<file path="src/rtl/reg_write_stage.sv">
// Write-back stage: one staged register write with one-hot array enables,
// and read-port forwarding from the staged write. X(NREG-1) is hardwired zero.
module reg_write_stage #(
  parameter int unsigned DATA_W = 64,
  parameter int unsigned ADDR_W = 5
) (
  input  logic                     clk,
  input  logic                     reset,
  input  logic                     wr_en,
  input  logic [ADDR_W-1:0]        wr_addr,
  input  logic [DATA_W-1:0]        wr_data,
  input  logic                     hold,
  input  logic [ADDR_W-1:0]        rd_addr_a,
  input  logic [ADDR_W-1:0]        rd_addr_b,
  input  logic [DATA_W-1:0]        arr_data_a,
  input  logic [DATA_W-1:0]        arr_data_b,
  output logic [(2**ADDR_W)-1:0]   word_en,
  output logic [DATA_W-1:0]        word_data,
  output logic [DATA_W-1:0]        rd_data_a,
  output logic [DATA_W-1:0]        rd_data_b,
  output logic                     busy
);

  localparam int unsigned NREG = 2**ADDR_W;
  localparam logic [ADDR_W-1:0] ZERO_REG = ADDR_W'(NREG - 1);

  logic              wb_valid_q, wb_valid_d;
  logic [ADDR_W-1:0] wb_addr_q,  wb_addr_d;
  logic [DATA_W-1:0] wb_data_q,  wb_data_d;

  // Stage load: hold freezes the register and drops the incoming request.
  always_comb begin
    wb_valid_d = wb_valid_q;
    wb_addr_d  = wb_addr_q;
    wb_data_d  = wb_data_q;
    if (!hold) begin
      wb_valid_d = wr_en && (wr_addr != ZERO_REG);
      wb_addr_d  = wr_addr;
      wb_data_d  = wr_data;
    end
  end

  always_ff @(posedge clk) begin
    if (reset) begin
      wb_valid_q <= 1'b0;
      wb_addr_q  <= '0;
      wb_data_q  <= '0;
    end else begin
      wb_valid_q <= wb_valid_d;
      wb_addr_q  <= wb_addr_d;
      wb_data_q  <= wb_data_d;
    end
  end

  // Array enables decode from staged state only; the zero register is never written.
  always_comb begin
    word_en = '0;
    if (wb_valid_q) begin
      word_en[wb_addr_q] = 1'b1;
    end
    word_en[NREG-1] = 1'b0;
  end

  assign word_data = wb_data_q;
  assign busy      = wb_valid_q;

  always_comb begin
    rd_data_a = arr_data_a;
    if (rd_addr_a == ZERO_REG) begin
      rd_data_a = '0;
    end else if (wb_valid_q && (rd_addr_a == wb_addr_q)) begin
      rd_data_a = wb_data_q;
    end
  end

  always_comb begin
    rd_data_b = arr_data_b;
    if (rd_addr_b == ZERO_REG) begin
      rd_data_b = '0;
    end else if (wb_valid_q && (rd_addr_b == wb_addr_q)) begin
      rd_data_b = wb_data_q;
    end
  end

endmodule
</file>
<file path="config.mk">
export PLATFORM = sky130hd
export DESIGN_NAME = reg_write_stage
export DESIGN_NICKNAME = d
export VERILOG_FILES = /design/src/rtl/reg_write_stage.sv
export SDC_FILE = /design/constraint.sdc
export NUM_CORES = 1
export LEC_CHECK = 0
export BUFFER_PORTS_ARGS = -buffer_cell sky130_fd_sc_hd__clkbuf_2
export CORE_AREA = 5 5 166 168
export CTS_CLUSTER_DIAMETER = 50
export DETAILED_ROUTE_END_ITERATION = 7
export DIE_AREA = 0 0 171 173
export MAX_ROUTING_LAYER = met4
export PLACE_DENSITY = 0.59
export SYNTH_ARGS = -nofsm -noshare
export SYNTH_HDL_FRONTEND = slang
export SYNTH_SLANG_ARGS = --single-unit
</file>
<file path="constraint.sdc">
create_clock -name clk -period 1.8 [get_ports clk]
set_input_delay 0.09 -clock clk [delete_from_list [all_inputs] [get_ports clk]]
set_output_delay 0.09 -clock clk [all_outputs]
set_load 0.005 [all_outputs]
</file>
==> impl_metrics.xml, run 1 <==
<?xml version="1.0" encoding="UTF-8"?>
<metrics>
  <group name="run_status">
    <metric name="status" unit="">finished with violations</metric>
    <metric name="failed_checks" unit="">negative setup slack</metric>
  </group>
  <group name="cells_and_area">
    <metric name="inserted_diodes" unit="">0</metric>
    <metric name="area_growth" unit="%">84.1</metric>
    <metric name="drive_gt1_frac" unit="">0.447</metric>
    <metric name="finalCoreUtilization" unit="">0.369</metric>
    <metric name="finalNetCount" unit="">1459</metric>
  </group>
  <group name="worst_setup_path">
    <metric name="cp.arrival" unit="ns">2.07</metric>
    <metric name="timing.critical_path.required" unit="ns">1.71</metric>
    <metric name="crit_path_end_kind" unit="">output port</metric>
    <metric name="crit_type" unit="">reg2out</metric>
    <metric name="worst_setup_path_start_kind" unit="">flip-flop</metric>
    <metric name="critPathMaxFanout" unit="">12</metric>
  </group>
  <group name="drt">
    <metric name="wl_met3" unit="mm">2.31</metric>
    <metric name="drt-vias-per-instance" unit="">4.87</metric>
    <metric name="drt_first_iter_violations" unit="">468</metric>
    <metric name="route.detailed.drc" unit="">0</metric>
    <metric name="ant_nets" unit="">0</metric>
    <metric name="met1_length" unit="mm">11.9</metric>
    <metric name="topRoutingLayerUsed" unit="">met4</metric>
    <metric name="num_vias" unit="">7738</metric>
    <metric name="met2WireLength" unit="mm">15.0</metric>
    <metric name="drt_pre_antenna_iters" unit="">5</metric>
    <metric name="wl" unit="mm">30.3</metric>
    <metric name="post_drt_wl_per_cell" unit="um">19.1</metric>
  </group>
  <group name="yosys">
    <metric name="synth_async_sr_flop_share" unit="">0</metric>
    <metric name="netlist_area" unit="mm^2">0.00516</metric>
    <metric name="ys_warn_count" unit="">0</metric>
    <metric name="post-synth-top-count-cell" unit="">sky130_fd_sc_hd__nand2_1</metric>
    <metric name="synthFlopType" unit="">sky130_fd_sc_hd__dfxtp_1</metric>
    <metric name="ffs_latches_synth" unit="">70</metric>
    <metric name="synth_sequential_area_ratio" unit="">0.272</metric>
    <metric name="syn_avg_cell_area" unit="um^2">6.83</metric>
    <metric name="synth_commonest_cells" unit="">sky130_fd_sc_hd__nand2_1, sky130_fd_sc_hd__nand4_1, sky130_fd_sc_hd__o21ai_0, sky130_fd_sc_hd__nor2_1, sky130_fd_sc_hd__dfxtp_1</metric>
    <metric name="synth.top_cells.by_area" unit="">sky130_fd_sc_hd__dfxtp_1, sky130_fd_sc_hd__nand4_1, sky130_fd_sc_hd__mux2i_1</metric>
    <metric name="synth.largest_area_cell" unit="">sky130_fd_sc_hd__dfxtp_1</metric>
    <metric name="synthCells" unit="">756</metric>
    <metric name="yosysTopAreaCellShare" unit="">0.272</metric>
    <metric name="post_synth_edffs" unit="">0</metric>
    <metric name="synthDistinctLibCells" unit="">23</metric>
    <metric name="synth_nets" unit="">967</metric>
  </group>
  <group name="timing">
    <metric name="fin_worst_skew" unit="ns">0</metric>
    <metric name="hold_viol" unit="">0</metric>
    <metric name="postLayoutSetupSlackWorst" unit="ns">-0.356</metric>
    <metric name="grt_setup_unrepaired" unit="">true</metric>
    <metric name="final_min_period_over_clock_period" unit="">1.20</metric>
    <metric name="maxSlewViolCount" unit="">0</metric>
    <metric name="timing.fmax" unit="MHz">464</metric>
    <metric name="final_period_minus_worst_setup_slack" unit="ns">2.16</metric>
    <metric name="final-setup-viol-count" unit="">128</metric>
  </group>
  <group name="die">
    <metric name="chipHeight" unit="um">173</metric>
    <metric name="initial_utilization" unit="">0.200</metric>
    <metric name="design.core.area" unit="mm^2">0.0258</metric>
    <metric name="dieWidth" unit="um">171</metric>
    <metric name="die_area" unit="mm^2">0.0296</metric>
    <metric name="pin_count" unit="">436</metric>
    <metric name="fp-row-count" unit="">59</metric>
  </group>
  <group name="global_routing">
    <metric name="largest_net_degree_at_the_start_of_global_routing" unit="">65</metric>
    <metric name="grt_pass1_wl" unit="mm">41.9</metric>
    <metric name="antenna_found_initial" unit="">0</metric>
    <metric name="gr-usage-all-layers" unit="">0.183</metric>
    <metric name="grt_remaining_overflow" unit="">0</metric>
    <metric name="vias_in_the_first_global_route" unit="">7412</metric>
  </group>
  <group name="cts">
    <metric name="htreeDepth" unit="">3</metric>
    <metric name="tritoncts.num_buffers" unit="">9</metric>
    <metric name="clk_transition_reported_paths" unit="ns">0.07</metric>
    <metric name="clock_latency_on_the_worst_skew_pair" unit="ns">0.34</metric>
    <metric name="ctsRootBufferMaster" unit="">sky130_fd_sc_hd__clkbuf_16</metric>
    <metric name="clockBufferDepth" unit="">2</metric>
    <metric name="tritoncts" unit="">yes</metric>
    <metric name="cts.sinks" unit="">70</metric>
  </group>
  <group name="place">
    <metric name="detailedPlace.worstSlack" unit="ns">-0.135</metric>
    <metric name="port_buffers" unit="">434</metric>
    <metric name="gpl.final_weighted_congestion" unit="">0.915</metric>
    <metric name="dpl.hpwl" unit="mm">21.0</metric>
  </group>
  <group name="power_and_ir_drop">
    <metric name="power.density_cell_area" unit="mW/mm^2">547</metric>
    <metric name="fin_total_pwr" unit="mW">5.19</metric>
    <metric name="ir_drop" unit="mV">0.290</metric>
    <metric name="leakage" unit="nW">4.83</metric>
  </group>
  <group name="hold_path">
    <metric name="holdCritPathClass" unit="">in2reg</metric>
  </group>
  <group name="run">
    <metric name="max_capacitance_violation_count" unit="">0</metric>
  </group>
</metrics>
==> power breakdown <==
part	internal [mW]	total, mW	switching [mW]	leakage [nW]
clock network	1.25	1.97	0.727	0.154
logic	0.753	1.45	0.696	4.09
registers	1.64	1.77	0.127	0.579
==> timing repair <==
action	in CTS	in global routing
hold buffers	63	0
pin swaps	3	9
resized for setup	86	95
endpoints found under the hold margin	63	0
setup endpoints to repair	135	139
gates cloned	5	11
setup buffers	8	9
==> cell usage in the layout (no fill, tap or decap), types with 18 or more instances in the layout <==
| master | n |
|---|---|
| sky130_fd_sc_hd__buf_12 | 23 |
| sky130_fd_sc_hd__o21ai_1 | 78 |
| sky130_fd_sc_hd__dlygate4sd3_1 | 63 |
| sky130_fd_sc_hd__o21ai_0 | 35 |
| sky130_fd_sc_hd__dfxtp_1 | 67 |
| sky130_fd_sc_hd__clkbuf_16 | 18 |
| sky130_fd_sc_hd__buf_4 | 33 |
| sky130_fd_sc_hd__nand2_1 | 130 |
| sky130_fd_sc_hd__nand4_1 | 128 |
| sky130_fd_sc_hd__clkbuf_2 | 389 |
| sky130_fd_sc_hd__buf_2 | 44 |
| sky130_fd_sc_hd__mux2i_1 | 69 |
| sky130_fd_sc_hd__nor2_1 | 101 |
==> routing by layer <==
metal	GRT usage	up-vias
met2	0.310	457
met5	-	-
li1	-	3657
met4	0.0743	0
met3	0.0313	62
met1	0.214	3562
==> cell type report <==
class                      instances  area [um^2]
clock inverter                     6         85.1
clock buffer                      10          239
timing repair buffer             575         3930
sequential                        70         1410
tap                              335          419
fill                            2683        16300
multi-input combinational        592         3420
==> stage by stage <==
step / cell area (um^2) / hold WS (ns) / setup TNS, ns / std cells
floorplan: 5160 / 0.234 / 0 / 756
global placement: 7850 / 0.319 / -0.335 / 1479
detailed placement: 7850 / 0.327 / -0.369 / 1479
CTS: 9120 / 0.000256 / -33.63 / 1571
global route: 9500 / 0.0142 / -49.84 / 1588
finish: 9500 / 0.0115 / -36.44 / 1588
==> worst max-delay path, cell delays in order, from the launching register on <==
cell,delay (ns)
sky130_fd_sc_hd__dfxtp_2,0.34
sky130_fd_sc_hd__buf_6,0.13
sky130_fd_sc_hd__xor2_4,0.15
sky130_fd_sc_hd__nor4_4,0.31
sky130_fd_sc_hd__and2_4,0.29
sky130_fd_sc_hd__buf_12,0.13
sky130_fd_sc_hd__clkbuf_16,0.16
sky130_fd_sc_hd__o21ai_1,0.10
sky130_fd_sc_hd__clkbuf_2,0.12
==> path summary, 6_finish.rpt <==
kind	start	end	slack, ns	cells past startpoint
worst max-delay path	wb_addr_q[2]$_SDFFE_PP0N_	rd_data_a[41]	-0.36	8
worst min-delay path	wr_addr[0]	wb_addr_q[0]$_SDFFE_PP0N_	0.01	3
worst max register to register	wb_addr_q[3]$_SDFFE_PP0N_	wb_addr_q[3]$_SDFFE_PP0N_	0.86	4
worst min register to register	wb_addr_q[2]$_SDFFE_PP0N_	wb_addr_q[2]$_SDFFE_PP0N_	0.53	2
==> kinds of logic (layout without fill, tap and decap cells) <==
| kind of cell | after synthesis | in the layout | share of synthesized area |
|---|---|---|---|
| buf+inv | 94 | 591 | 0.0953 |
| mux | 69 | 69 | 0.134 |
| compound gates | 129 | 129 | 0.125 |
| other cells | 1 | 1 | 0.000727 |
| xor+xnor | 10 | 10 | 0.0170 |
| flops | 70 | 70 | 0.272 |
| simple gates | 383 | 383 | 0.356 |
==> state kept, by name, summed over array words and instances (netlist names) <==
signal     cells
word_data     64
wb_addr_q      5
busy           1
No activity file was read; power rests on OpenSTA's default activity.
==> inputs of run 2 (changes only) <==
CELL_PAD_IN_SITES_DETAIL_PLACEMENT = 1   (was default)
CELL_PAD_IN_SITES_GLOBAL_PLACEMENT = 2   (was default)
CORE_AREA = 5 5 176 178   (was 5 5 166 168)
CTS_CLUSTER_SIZE = 40   (was default)
DIE_AREA = 0 0 181 183   (was 0 0 171 173)
PLACE_DENSITY = 0.92   (was 0.59)
==> impl_metrics.xml, run 2 (synthesis results as in run 1) <==
<?xml version="1.0" encoding="UTF-8"?>
<metrics>
  <group name="run_status">
    <metric name="status" unit="">finished with violations</metric>
    <metric name="failed_checks" unit="">negative setup slack</metric>
  </group>
  <group name="die">
    <metric name="die_area" unit="mm^2">0.0331</metric>
    <metric name="dieWidth" unit="um">181</metric>
    <metric name="design.core.area" unit="mm^2">0.0292</metric>
    <metric name="fp-row-count" unit="">63</metric>
    <metric name="initial_utilization" unit="">0.176</metric>
    <metric name="chipHeight" unit="um">183</metric>
    <metric name="pin_count" unit="">436</metric>
  </group>
  <group name="timing">
    <metric name="final_period_minus_worst_setup_slack" unit="ns">2.21</metric>
    <metric name="grt_setup_unrepaired" unit="">true</metric>
    <metric name="fin_worst_skew" unit="ns">0</metric>
    <metric name="final-setup-viol-count" unit="">128</metric>
    <metric name="hold_viol" unit="">0</metric>
    <metric name="maxSlewViolCount" unit="">0</metric>
    <metric name="postLayoutSetupSlackWorst" unit="ns">-0.413</metric>
    <metric name="final_min_period_over_clock_period" unit="">1.23</metric>
    <metric name="timing.fmax" unit="MHz">452</metric>
    <metric name="setup-tns-final" unit="ns">-44.12</metric>
  </group>
  <group name="cts">
    <metric name="ctsRootBufferMaster" unit="">sky130_fd_sc_hd__clkbuf_16</metric>
    <metric name="cts.sinks" unit="">70</metric>
    <metric name="tritoncts.num_buffers" unit="">9</metric>
    <metric name="tritoncts" unit="">yes</metric>
    <metric name="htreeDepth" unit="">3</metric>
    <metric name="clock_latency_on_the_worst_skew_pair" unit="ns">0.34</metric>
    <metric name="clk_transition_reported_paths" unit="ns">0.07</metric>
    <metric name="clockBufferDepth" unit="">2</metric>
  </group>
  <group name="drt">
    <metric name="num_vias" unit="">8034</metric>
    <metric name="ant_nets" unit="">0</metric>
    <metric name="post_drt_wl_per_cell" unit="um">21.9</metric>
    <metric name="drt-vias-per-instance" unit="">4.89</metric>
    <metric name="wl" unit="mm">36.1</metric>
    <metric name="drt_pre_antenna_iters" unit="">5</metric>
    <metric name="route.detailed.drc" unit="">0</metric>
    <metric name="drt_first_iter_violations" unit="">317</metric>
  </group>
  <group name="cells_and_area">
    <metric name="area_growth" unit="%">94.6</metric>
    <metric name="finalNetCount" unit="">1459</metric>
    <metric name="most_common_cell_after_layout_fill_and_taps_aside" unit="">sky130_fd_sc_hd__clkbuf_2</metric>
    <metric name="layout.cells.most_common_list" unit="">sky130_fd_sc_hd__clkbuf_2, sky130_fd_sc_hd__nand2_1, sky130_fd_sc_hd__nand4_1</metric>
    <metric name="number_of_flip_flops_in_the_largest_register" unit="">64</metric>
    <metric name="drive_gt1_frac" unit="">0.493</metric>
  </group>
  <group name="worst_setup_path">
    <metric name="cp.arrival" unit="ns">2.12</metric>
    <metric name="timing.reg2reg.setup_slack" unit="ns">0.87</metric>
    <metric name="crit-reg2reg-launch" unit="">wb_addr_q[4]$_SDFFE_PP0N_</metric>
    <metric name="worstReg2RegEnd" unit="">wb_addr_q[4]$_SDFFE_PP0N_</metric>
    <metric name="critical-path-max-stage-delay" unit="ns">0.32</metric>
    <metric name="path_common_cell" unit="">sky130_fd_sc_hd__buf_6</metric>
    <metric name="crit_path_cell_trace" unit="">buf_6, xor2_4, nor4_4, buf_4, and2_4, buf_6, buf_12, o21ai_1, buf_2</metric>
    <metric name="critPathMaxFanout" unit="">15</metric>
    <metric name="worst_r2r_path_depth" unit="">4</metric>
    <metric name="crit_type" unit="">reg2out</metric>
    <metric name="worst_setup_path_start_kind" unit="">flip-flop</metric>
    <metric name="timing.critical_path.required" unit="ns">1.71</metric>
    <metric name="cp_slowest_cell" unit="">sky130_fd_sc_hd__dfxtp_2</metric>
    <metric name="crit_path_end_kind" unit="">output port</metric>
  </group>
  <group name="hold_path">
    <metric name="hp-start" unit="">wr_data[5]</metric>
    <metric name="min_path_cells" unit="">3</metric>
    <metric name="hold_path_end" unit="">word_data[5]$_SDFFE_PP0N_</metric>
    <metric name="holdCritPathClass" unit="">in2reg</metric>
  </group>
  <group name="power_and_ir_drop">
    <metric name="fin_total_pwr" unit="mW">5.40</metric>
    <metric name="ir_drop" unit="mV">0.460</metric>
    <metric name="power.density_cell_area" unit="mW/mm^2">537</metric>
    <metric name="leakage" unit="nW">4.97</metric>
  </group>
  <group name="place">
    <metric name="gpl.final_weighted_congestion" unit="">0.907</metric>
    <metric name="port_buffers" unit="">434</metric>
    <metric name="dpl.hpwl" unit="mm">23.5</metric>
  </group>
  <group name="global_routing">
    <metric name="grt_remaining_overflow" unit="">0</metric>
    <metric name="grt_pass1_wl" unit="mm">51.8</metric>
    <metric name="vias_in_the_first_global_route" unit="">8436</metric>
    <metric name="largest_net_degree_at_the_start_of_global_routing" unit="">68</metric>
    <metric name="gr-usage-all-layers" unit="">0.207</metric>
    <metric name="antenna_found_initial" unit="">1</metric>
  </group>
  <group name="run">
    <metric name="max_capacitance_violation_count" unit="">0</metric>
  </group>
</metrics>
run 2: cell types whose count changed in the layout (fill, tap and decap cells not counted), moves of 3 or more:
cell / change
sky130_fd_sc_hd__buf_4: -17
sky130_fd_sc_hd__o21ai_0: -22
sky130_fd_sc_hd__buf_12: +4
sky130_fd_sc_hd__clkbuf_2: -40
sky130_fd_sc_hd__dlygate4sd3_1: -3
sky130_fd_sc_hd__buf_8: +9
sky130_fd_sc_hd__o21ai_2: +52
sky130_fd_sc_hd__buf_16: +13
sky130_fd_sc_hd__o21ai_1: -31
sky130_fd_sc_hd__buf_2: +39
sky130_fd_sc_hd__clkbuf_16: -6
run 2: critical path, delay by kind of cell (launching register included):
family                    cells  cell delay (ns)
xor gates and xnor gates      1             0.15
AOI/OAI and AO/OA             1             0.09
and+or+nand+nor               2             0.49
buffers and inverters         5             0.70
DFF                           1             0.32
run 2: layer usage:
metal | vias up | routed length (um) | track usage
met5 | - | 0 | -
met4 | 0 | 1120 | 0.0687
met3 | 68 | 1730 | 0.0252
met2 | 348 | 18600 | 0.369
met1 | 3947 | 14600 | 0.241
li1 | 3671 | - | -
run 2: final cells by class:
type,instances,area (um^2)
fillers,3590,19200
repair buffers,575,4180
multi-input cells,592,3640
flip-flops and latches,70,1410
well taps,390,488
clock buffers,11,233
clock inverters,5,83.8
diodes,1,2.50
run 2: how the worst max path moves through the flow:
| stage | start | slack, ns | endpoint |
|---|---|---|---|
| global route | wb_addr_q[2]$_SDFFE_PP0N_ | -0.50 | rd_data_a[5] |
| finish | wb_addr_q[2]$_SDFFE_PP0N_ | -0.41 | rd_data_a[52] |
| detailed placement | wb_addr_q[1]$_SDFFE_PP0N_ | -0.14 | rd_data_a[54] |
| floorplan | wb_addr_q[1]$_SDFFE_PP0N_ | 0.31 | rd_data_a[39] |
| CTS | wb_addr_q[2]$_SDFFE_PP0N_ | -0.43 | rd_data_a[54] |
| global placement | wb_addr_q[1]$_SDFFE_PP0N_ | -0.11 | rd_data_a[54] |
run 2: what timing repair did:
| action | in CTS | in global routing |
|---|---|---|
| setup endpoints to repair | 136 | 140 |
| setup buffers | 19 | 4 |
| hold buffers | 60 | 0 |
| cloned | 17 | 3 |
| endpoints found under the hold margin | 60 | 0 |
| gates resized for setup | 183 | 147 |
| pin swaps | 37 | 30 |
run 2: stage by stage:
stage               utilization  cell area, um^2  std cells  hold slack [ns]  setup slack, ns
finish                    0.343            10000       1644           0.0155           -0.413
global route              0.343            10000       1644           0.0162           -0.500
CTS                       0.335             9790       1639          0.00120           -0.433
detailed placement        0.271             7910       1527            0.331           -0.136
global placement          0.271             7910       1527            0.319           -0.113
floorplan                     -             5160        756            0.234            0.315
run 2: report_power, final:
group	internal [mW]	leakage, nW	switching, mW
combinational	0.845	4.25	0.790
sequential	1.64	0.580	0.129
clock	1.22	0.146	0.769
